<file path="src/rtl/mem_bus_arbiter_pkg.sv">
// Shared types and constants for the memory bus arbiter.
// Owner index width covers up to eight requesters.
package mem_bus_arbiter_pkg;

  localparam int OWNER_W = 3;
  localparam int DEF_MAX_BURST = 16;
  localparam int BEAT_W = 8;
  localparam logic [BEAT_W-1:0] BEAT_SAT = 8'd255;

  typedef enum logic [1:0] {
    ARB_IDLE  = 2'd0,
    ARB_OWNED = 2'd1,
    ARB_TURN  = 2'd2
  } arb_state_e;

endpackage

</file>
<file path="src/rtl/mem_bus_arbiter_if.sv">
// Requester and memory-slave signal bundle around the arbiter.
// The slave modport is the arbiter's view; master is the environment.
interface mem_bus_arbiter_if #(
  parameter int NUM_MASTERS = 4,
  parameter int ADDR_W = 16,
  parameter int DATA_W = 32
) ();

  logic [NUM_MASTERS-1:0]        m_req;
  logic [NUM_MASTERS-1:0]        m_we;
  logic [NUM_MASTERS*ADDR_W-1:0] m_addr;
  logic [NUM_MASTERS*DATA_W-1:0] m_wdata;
  logic [NUM_MASTERS-1:0]        m_grant;
  logic [NUM_MASTERS-1:0]        m_ready;
  logic [DATA_W-1:0]             m_rdata;
  logic                          s_req;
  logic                          s_we;
  logic [ADDR_W-1:0]             s_addr;
  logic [DATA_W-1:0]             s_wdata;
  logic [DATA_W-1:0]             s_rdata;
  logic                          s_ready;

  modport slave (
    input  m_req, m_we, m_addr, m_wdata,
    input  s_rdata, s_ready,
    output m_grant, m_ready, m_rdata,
    output s_req, s_we, s_addr, s_wdata
  );

  modport master (
    output m_req, m_we, m_addr, m_wdata,
    output s_rdata, s_ready,
    input  m_grant, m_ready, m_rdata,
    input  s_req, s_we, s_addr, s_wdata
  );

endinterface

</file>
<file path="src/rtl/mem_bus_arbiter_rr_pick.sv">
// Combinational round-robin picker: first request after last,
// wrapping modulo the requester count.
module mem_bus_arbiter_rr_pick
  import mem_bus_arbiter_pkg::*;
#(
  parameter int NUM_MASTERS = 4
) (
  input  logic [NUM_MASTERS-1:0] req,
  input  logic [OWNER_W-1:0]     last,
  output logic                   found,
  output logic [OWNER_W-1:0]     idx
);

  always_comb begin
    found = 1'b0;
    idx   = '0;
    for (int k = 1; k <= NUM_MASTERS; k++) begin
      for (int i = 0; i < NUM_MASTERS; i++) begin
        if (!found && req[i] &&
            i == (int'(last) + k) % NUM_MASTERS) begin
          found = 1'b1;
          idx   = OWNER_W'(i);
        end
      end
    end
  end

endmodule

</file>
<file path="src/rtl/mem_bus_arbiter.sv">
// Round-robin arbiter sharing one memory slave port, with burst
// limit and a one-cycle turnaround between owners.
module mem_bus_arbiter
  import mem_bus_arbiter_pkg::*;
#(
  parameter int NUM_MASTERS = 4,
  parameter int ADDR_W = 16,
  parameter int DATA_W = 32,
  parameter int MAX_BURST = DEF_MAX_BURST
) (
  input  logic               clk,
  input  logic               resetn,
  mem_bus_arbiter_if.slave   bus,
  output logic [OWNER_W-1:0] owner,
  output logic               busy
);

  localparam int N = NUM_MASTERS;
  localparam logic [N-1:0] ONE = {{(N-1){1'b0}}, 1'b1};

  arb_state_e          state, state_n;
  logic [N-1:0]        grant, grant_n;
  logic [OWNER_W-1:0]  owner_n;
  logic [OWNER_W-1:0]  last, last_n;
  logic                busy_n;
  logic [BEAT_W-1:0]   cnt, cnt_n;

  logic                found;
  logic [OWNER_W-1:0]  pick;
  logic                own_req;
  logic                others;
  logic                beat;
  logic                limit;

  logic                s_we;
  logic [ADDR_W-1:0]   s_addr;
  logic [DATA_W-1:0]   s_wdata;

  mem_bus_arbiter_rr_pick #(
    .NUM_MASTERS(N)
  ) u_pick (
    .req   (bus.m_req),
    .last  (last),
    .found (found),
    .idx   (pick)
  );

  assign own_req = |(bus.m_req & grant);
  assign others  = |(bus.m_req & ~grant);
  assign beat    = bus.s_req & bus.s_ready;
  // >= so an owner past its limit still yields once someone waits
  assign limit   = cnt >= BEAT_W'(MAX_BURST - 1);

  always_ff @(posedge clk or negedge resetn) begin
    if (!resetn) begin
      state <= ARB_IDLE;
      grant <= '0;
      owner <= '0;
      busy  <= 1'b0;
      cnt   <= '0;
      last  <= OWNER_W'(N - 1);
    end else begin
      state <= state_n;
      grant <= grant_n;
      owner <= owner_n;
      busy  <= busy_n;
      cnt   <= cnt_n;
      last  <= last_n;
    end
  end

  always_comb begin
    state_n = state;
    grant_n = grant;
    owner_n = owner;
    busy_n  = busy;
    cnt_n   = cnt;
    last_n  = last;
    unique case (state)
      ARB_IDLE, ARB_TURN: begin
        if (found) begin
          state_n = ARB_OWNED;
          grant_n = ONE << pick;
          owner_n = pick;
          busy_n  = 1'b1;
          cnt_n   = '0;
        end else begin
          state_n = ARB_IDLE;
        end
      end
      ARB_OWNED: begin
        if (!own_req || (beat && limit && others)) begin
          state_n = ARB_TURN;
          grant_n = '0;
          busy_n  = 1'b0;
          last_n  = owner;
        end else if (beat && cnt != BEAT_SAT) begin
          cnt_n = cnt + 1'b1;
        end
      end
      default: begin
        state_n = ARB_IDLE;
        grant_n = '0;
        busy_n  = 1'b0;
      end
    endcase
  end

  always_comb begin
    s_we    = 1'b0;
    s_addr  = '0;
    s_wdata = '0;
    for (int i = 0; i < N; i++) begin
      if (grant[i]) begin
        s_we    = s_we | bus.m_we[i];
        s_addr  = s_addr | bus.m_addr[i*ADDR_W +: ADDR_W];
        s_wdata = s_wdata | bus.m_wdata[i*DATA_W +: DATA_W];
      end
    end
  end

  assign bus.s_req   = busy & own_req;
  assign bus.s_we    = s_we;
  assign bus.s_addr  = s_addr;
  assign bus.s_wdata = s_wdata;
  assign bus.m_grant = grant;
  assign bus.m_ready = bus.s_ready ? grant : '0;
  assign bus.m_rdata = bus.s_rdata;

endmodule

</file>
<file path="src/flat_wrapper.sv">
// flat-port wrapper written by rule: the top's interface ports become plain ports
module mem_bus_arbiter_flat import mem_bus_arbiter_pkg::*;
#(
  parameter int NUM_MASTERS = 4,
  parameter int ADDR_W = 16,
  parameter int DATA_W = 32,
  parameter int MAX_BURST = DEF_MAX_BURST
)
  (clk, resetn, owner, busy, bus_m_req, bus_m_we, bus_m_addr, bus_m_wdata, bus_s_rdata, bus_s_ready, bus_m_grant, bus_m_ready, bus_m_rdata, bus_s_req, bus_s_we, bus_s_addr, bus_s_wdata);
  mem_bus_arbiter_if #(.NUM_MASTERS(NUM_MASTERS), .ADDR_W(ADDR_W), .DATA_W(DATA_W)) bus_i ();
  input  logic clk;
  input  logic resetn;
  output logic [OWNER_W-1:0] owner;
  output logic busy;
  input wire logic [$bits(bus_i.m_req)-1:0] bus_m_req;
  input wire logic [$bits(bus_i.m_we)-1:0] bus_m_we;
  input wire logic [$bits(bus_i.m_addr)-1:0] bus_m_addr;
  input wire logic [$bits(bus_i.m_wdata)-1:0] bus_m_wdata;
  input wire logic [$bits(bus_i.s_rdata)-1:0] bus_s_rdata;
  input wire logic [$bits(bus_i.s_ready)-1:0] bus_s_ready;
  output wire logic [$bits(bus_i.m_grant)-1:0] bus_m_grant;
  output wire logic [$bits(bus_i.m_ready)-1:0] bus_m_ready;
  output wire logic [$bits(bus_i.m_rdata)-1:0] bus_m_rdata;
  output wire logic [$bits(bus_i.s_req)-1:0] bus_s_req;
  output wire logic [$bits(bus_i.s_we)-1:0] bus_s_we;
  output wire logic [$bits(bus_i.s_addr)-1:0] bus_s_addr;
  output wire logic [$bits(bus_i.s_wdata)-1:0] bus_s_wdata;
  assign bus_i.m_req = bus_m_req;
  assign bus_i.m_we = bus_m_we;
  assign bus_i.m_addr = bus_m_addr;
  assign bus_i.m_wdata = bus_m_wdata;
  assign bus_i.s_rdata = bus_s_rdata;
  assign bus_i.s_ready = bus_s_ready;
  assign bus_m_grant = bus_i.m_grant;
  assign bus_m_ready = bus_i.m_ready;
  assign bus_m_rdata = bus_i.m_rdata;
  assign bus_s_req = bus_i.s_req;
  assign bus_s_we = bus_i.s_we;
  assign bus_s_addr = bus_i.s_addr;
  assign bus_s_wdata = bus_i.s_wdata;
  mem_bus_arbiter #(.NUM_MASTERS(NUM_MASTERS), .ADDR_W(ADDR_W), .DATA_W(DATA_W), .MAX_BURST(MAX_BURST)) u_core (.clk(clk), .resetn(resetn), .bus(bus_i), .owner(owner), .busy(busy));
endmodule
</file>
<file path="config.mk">
export PLATFORM = sky130hd
export DESIGN_NAME = mem_bus_arbiter_flat
export DESIGN_NICKNAME = d
export VERILOG_FILES = /design/src/rtl/mem_bus_arbiter_pkg.sv /design/src/rtl/mem_bus_arbiter_if.sv /design/src/rtl/mem_bus_arbiter_rr_pick.sv /design/src/rtl/mem_bus_arbiter.sv /design/src/flat_wrapper.sv
export SDC_FILE = /design/constraint.sdc
export NUM_CORES = 1
export LEC_CHECK = 0
export CORE_AREA = 2 2 129 131
export DETAILED_ROUTE_END_ITERATION = 8
export DIE_AREA = 0 0 131 133
export GPL_ROUTABILITY_DRIVEN = 1
export PLACE_DENSITY = 0.61
export SLEW_MARGIN = 25
export SYNTH_ARGS = -nofsm -noshare
export SYNTH_HDL_FRONTEND = slang
export SYNTH_SLANG_ARGS = --single-unit
</file>
<file path="constraint.sdc">
create_clock -name clk -period 2 [get_ports clk]
set_input_delay 0.4 -clock clk [delete_from_list [all_inputs] [get_ports clk]]
set_output_delay 0.4 -clock clk [all_outputs]
set_load 0.01 [all_outputs]
</file>
# After elaboration in Yosys (flattened, before gate mapping)

Index checks and enable logic that the tools add are counted.

Bitwise operators: 18
Muxes and demuxes: 57
Magnitude comparators: 1
$add $sub $neg: 5
Equality and inequality tests: 19
Shifts and indexed selects: 1
Reductions and logical operators: 68

Operators with widths:

| operator              | number |
|---|---|
| $logic_not A32 Y1     | 4 |
| $mux W32              | 4 |
| $or A32 B32 Y32       | 3 |
| $mux W16              | 4 |
| $or A16 B16 Y16       | 3 |
| $mux W3               | 14 |
| $logic_and A1 B1 Y1   | 34 |
| $eq A3 B3 Y1 const A  | 8 |
| $mux W1               | 24 |
| $mux W8               | 3 |
| $logic_not A1 Y1      | 16 |
| $pmux W8 S2           | 1 |
| $eq A2 B3 Y1 const A  | 4 |
| $mux W4               | 3 |
| $reduce_or A2 Y1      | 5 |
| $add A8 B1 Y8 const B | 1 |
| $and A4 B4 Y4         | 2 |
| $ge A8 B4 Y1 const B  | 1 |
| $ne A8 B8 Y1 const B  | 1 |
| $pmux W4 S2           | 1 |
| $reduce_or A4 Y1      | 2 |
| $ne A2 B1 Y1 const B  | 3 |
| $reduce_and A2 Y1     | 3 |
| $add A2 B1 Y2 const B | 2 |
| other kinds (16)      | 23 |

Word-level logic and storage cells: 175
Bits in registers: 20
Bits of input ports: 235

# Longest topological paths before layout

Word-level depth: 69
Depth in mapped cells: 7
Gate-level depth less buffers: 6

# Modules after synthesis

A second synthesis with hierarchy kept.

Cells, all modules: 322
Area total of the unflattened synthesis: 2478.6 µm²

Modules (own cells, without submodules):

| module                  | cells an instance | seq. area each (µm²) | times used | area an instance (µm²) |
|---|---|---|---|---|
| mem_bus_arbiter         | 306               | 528.0                | 1          | 2388.5 |
| mem_bus_arbiter_rr_pick | 16                | 0.0                  | 1          | 90.1 |

# Least setup slack after synthesis

OpenSTA, ideal clock, no wires.

Path kind: register -> register
From: register u_core.cnt[0]
To: register u_core.cnt[6]
Setup time: 78 ps
Buffers on the path: 0
Arrival time: 1757 ps
Slack: 165 ps
Stages on the path, launching flop included: 7
Cells stage by stage: dfrtp_1 -> ha_1 -> nand3_1 -> nand2_1 -> a32o_2 -> or4_1 -> a21oi_1

Longest elaborated chain between the ends: 6
Elaborated cells on any way between the ends: 13

RTL lines:

| element                            | RTL line              | source |
|---|---|---|
| start, declared                    | mem_bus_arbiter.sv:26 | `logic [BEAT_W-1:0] cnt, cnt_n;` |
| start signal, assigned             | mem_bus_arbiter.sv:67 | `cnt <= cnt_n;` |
| $ge A8 B4 Y1                       | mem_bus_arbiter.sv:52 | `assign limit = cnt >= BEAT_W'(MAX_BURST - 1);` |
| $logic_and A1 B1 Y1 (2 in a row)   | mem_bus_arbiter.sv:92 | `if (!own_req \|\| (beat && limit && others)) begin` |
| $logic_or A1 B1 Y1                 | mem_bus_arbiter.sv:92 |  |
| $ne A2 B2 Y1 (no source line)      | -                     |  |
| $reduce_and A4 Y1 (no source line) | -                     |  |

Several ways; a longest one is shown, not always the timed one. The select of a mux whose other input is x is not followed.
A chain may end at the register's enable or synchronous reset.

# Final worst setup path

From: register u_core.grant[3] (netlist: u_core.bus.m_grant[3])
To: output port bus_s_wdata[24]

Longest elaborated chain between the ends: 1

RTL lines:

| element                | RTL line               | source |
|---|---|---|
| start, declared        | mem_bus_arbiter.sv:22  | `logic [N-1:0] grant, grant_n;` |
| start signal, assigned | mem_bus_arbiter.sv:64  | `grant <= grant_n;` |
| $mux W32               | mem_bus_arbiter.sv:114 | `if (grant[i]) begin` |
| end, declared          | flat_wrapper.sv:27     | `output wire logic [$bits(bus_i.s_wdata)-1:0] bus_s_wdata;` |

Every way passes these cells.

==> results.toml <==
[placement]
port_buffers = 263
hpwl_mm = 11.0
gp_congestion = 0.855

[yosys]
syn_nets = 559
syn-cell-area_um2 = 2400
synth_compound_area_share_pct = 42.1
synth_ff_type = "dfrtp_1"
synth_fa_ha_area_share_pct = 0.521
synth_mux_area_share_pct = 0.938
synthSimpleGateAreaFrac_pct = 21.3
synth_seq_area_share_pct = 19.9
synth_area_per_cell_um2 = 7.43
synth-xor-area-share_pct = 0
yosys_warnings = 0
synth_area_leaders = "a22oi_1, dfrtp_1, buf_4"
synth_cell_types = 50
synth.largest_area_cell = "a22oi_1"
synth_edf_count = 0
synth-seq-cells = 19
ys_async_sr_fraction_pct = 100
synth_top_cell_area_share_pct = 30.6
syn_inst = 323
synth_top_family_by_area = "compound AO/OA/AOI/OAI gates"

[global_route]
track_usage_pct = 15.2
grt_max_degree = 30
grt_pass1_wl_mm = 20.6
grt_overflow_total = 0
grt_antenna_before_repair = 1
grt_pass1_vias = 3645

[floorplan]
die_w_um = 131
core_um2 = 16200
row_count = 47
start_util_pct = 14.8
die-area_um2 = 17400
die_height_um = 133
io_pins = 329

[timing]
drv_slew = 0
whs_ns = 0.483
rsz0062_at_grt = "true"
fmaxAchievable_ghz = 0.507
finalHoldViolCount = 0
min_period_ns = 1.97
clock_skew_ns = 0.00221
setup_tns_ns = 0
finalCritPeriodShare_pct = 98.6
setup_viol = 0

[drt]
drt-pass1-iter-count = 4
via_count = 3664
ant_nets = 0
finalWirelength_mm = 15.4
first_iter_violations = 158
drc_errors = 0
drt-wirelength-per-cell_um = 19.6
vias_per_cell = 4.66

[critical_path]
critical_path_buf_inv_count = 3
cp.required_ns = 1.60
slowest_delay_ns = 0.46
path_cells = "buf_4 -> clkbuf_16 -> a22oi_2 -> nand2_1 -> dlygate4sd2_1"
crit_type = "flip-flop to output port"
crit_path_end_kind = "output port"
critical-path-slowest-cell = "dfrtp_2"
startpoint_type = "flip-flop"
cp_max_fo = 14
crit_family = "buffers and inverters"
worstPathArrival_ns = 1.57

[clock_tree]
cts_buffers = 3
clkLatencyLatePin_ns = 0.25
path_clk_slew_ns = 0.05
htreeDepth = 1
clock-sinks = 19
cts_root_buf = "clkbuf_16"
cts_tree = "yes"
ctsHoldBuffers = 0
cts.path.max_buffers = 2

[pwr]
switching_power_mw = 2.91
p_clk_share_pct = 6.4
p_leak_nw = 2.39
power_frac_comb_pct = 81.8
swShare_pct = 46.0
p_seq_share_pct = 11.8
power_density_nw_per_um2 = 1140
internal_power_mw = 3.42
vdd_ir_drop_max_uv = 682

[final_layout]
drive_gt1_share_pct = 14.0
layout_commonest_cell = "clkdlybuf4s50_1"
final_cell_mix = "clkdlybuf4s50_1, a22oi_1, nand2_1"
fin_nets = 803
syn_to_final_growth_pct = 132

[hold_path]
hold_path.class = "primary input to asynchronous set/reset pin"

[outcome]
status = "finished clean"

[run]
cap_viol_max_count = 0
==> final cells by class <==
type / count / area, um^2
fillers: 1652 / 10600
flip-flops and latches: 19 / 483
repair buffers: 299 / 3040
multi-input cells: 242 / 1680
well taps: 220 / 275
clock buffers: 4 / 78.8
inverters: 2 / 7.51
diodes: 1 / 2.50
==> synthesized netlist by cell type, types with 2 or more instances <==
library cell,n
a211o_1,2
a21oi_1,2
a22o_1,2
a22oi_1,98
a31oi_1,3
a41o_1,2
a41oi_1,2
and2_1,4
and2_2,2
and4_1,2
buf_2,4
buf_4,33
clkbuf_1,22
dfrtp_1,17
dfstp_2,2
inv_1,2
mux2_2,2
nand2_1,61
nand2b_1,7
nand3_1,3
nand4b_1,2
nor2_1,7
nor4_1,2
o21ai_0,8
o2bb2ai_1,4
o31ai_1,2
or4_1,3
==> power groups by stage <==
stage	sequential, mW	combinational (mW)	clock [mW]
floorplan	0.640	2.28	0
global placement	0.704	5.02	0
detailed placement	0.712	5.06	0
CTS	0.734	4.83	0.409
global route	0.768	5.62	0.428
finish	0.747	5.19	0.404
==> metrics by stage <==
step	setup WS, ns	utilization, %	power, mW	std cells	instance area (um^2)
after CTS	0.0117	33.1	5.98	780	5350
after floorplan	0.165	-	2.92	323	2400
after detailed placement	-0.382	32.3	5.77	771	5220
after global routing	-0.0219	34.4	6.82	786	5570
final	0.0280	34.4	6.34	787	5570
after global placement	-0.314	32.3	5.73	771	5220
==> repair_timing <==
| action | 4_1_cts | 5_1_grt |
|---|---|---|
| gates resized for setup | 71 | 40 |
| pin swaps | 5 | 3 |
| setup endpoints to repair | 66 | 15 |
| cloned | 2 | 3 |
| setup buffers | 3 | 3 |
==> registers in the layout (all words and copies together) (netlist names) <==
register,flops
u_core.cnt,8
u_core.bus.m_grant,4
u_core.last,2
u_core.owner,2
u_core.state,2
u_core.busy,1
==> worst paths after layout <==
kind	startpoint	end	slack (ns)	cells past startpoint
hold reg to reg	u_core.owner[0]	u_core.owner[0]	0.52	2
setup / recovery	u_core.bus.m_grant[3]	bus_s_wdata[24]	0.03	5
setup reg to reg	u_core.bus.m_grant[1]	u_core.cnt[0]	0.08	7
max in group asynchronous	resetn	u_core.last[1]	1.25	2
hold / removal	resetn	u_core.cnt[4]	0.48	2
min in group clk	u_core.owner[0]	u_core.owner[0]	0.52	2
==> metal layers <==
layer,wire length [um],vias up,GRT usage (%)
met3,1710,18,4.81
met1,5930,1720,18.1
li1,-,1699,-
met2,7460,227,26.1
met4,306,0,4.26
met5,0,-,0
==> worst reg2reg max path, stage by stage, from the launching register on <==
cell and delay (ns):
dfrtp_2 0.54, a22o_1 0.23, a221oi_2 0.06, buf_4 0.16, a32o_2 0.25, buf_4 0.16, or4_1 0.39, nand2_1 0.07
==> kinds of logic after synthesis <==
kind of cell | Yosys count
AOI/OAI and AO/OA | 134
adders and majority gates | 1
buffers and inverters | 62
DFF | 19
muxes | 2
other | 1
and+or+nand+nor | 104
No activity file was read; power rests on OpenSTA's default activity.
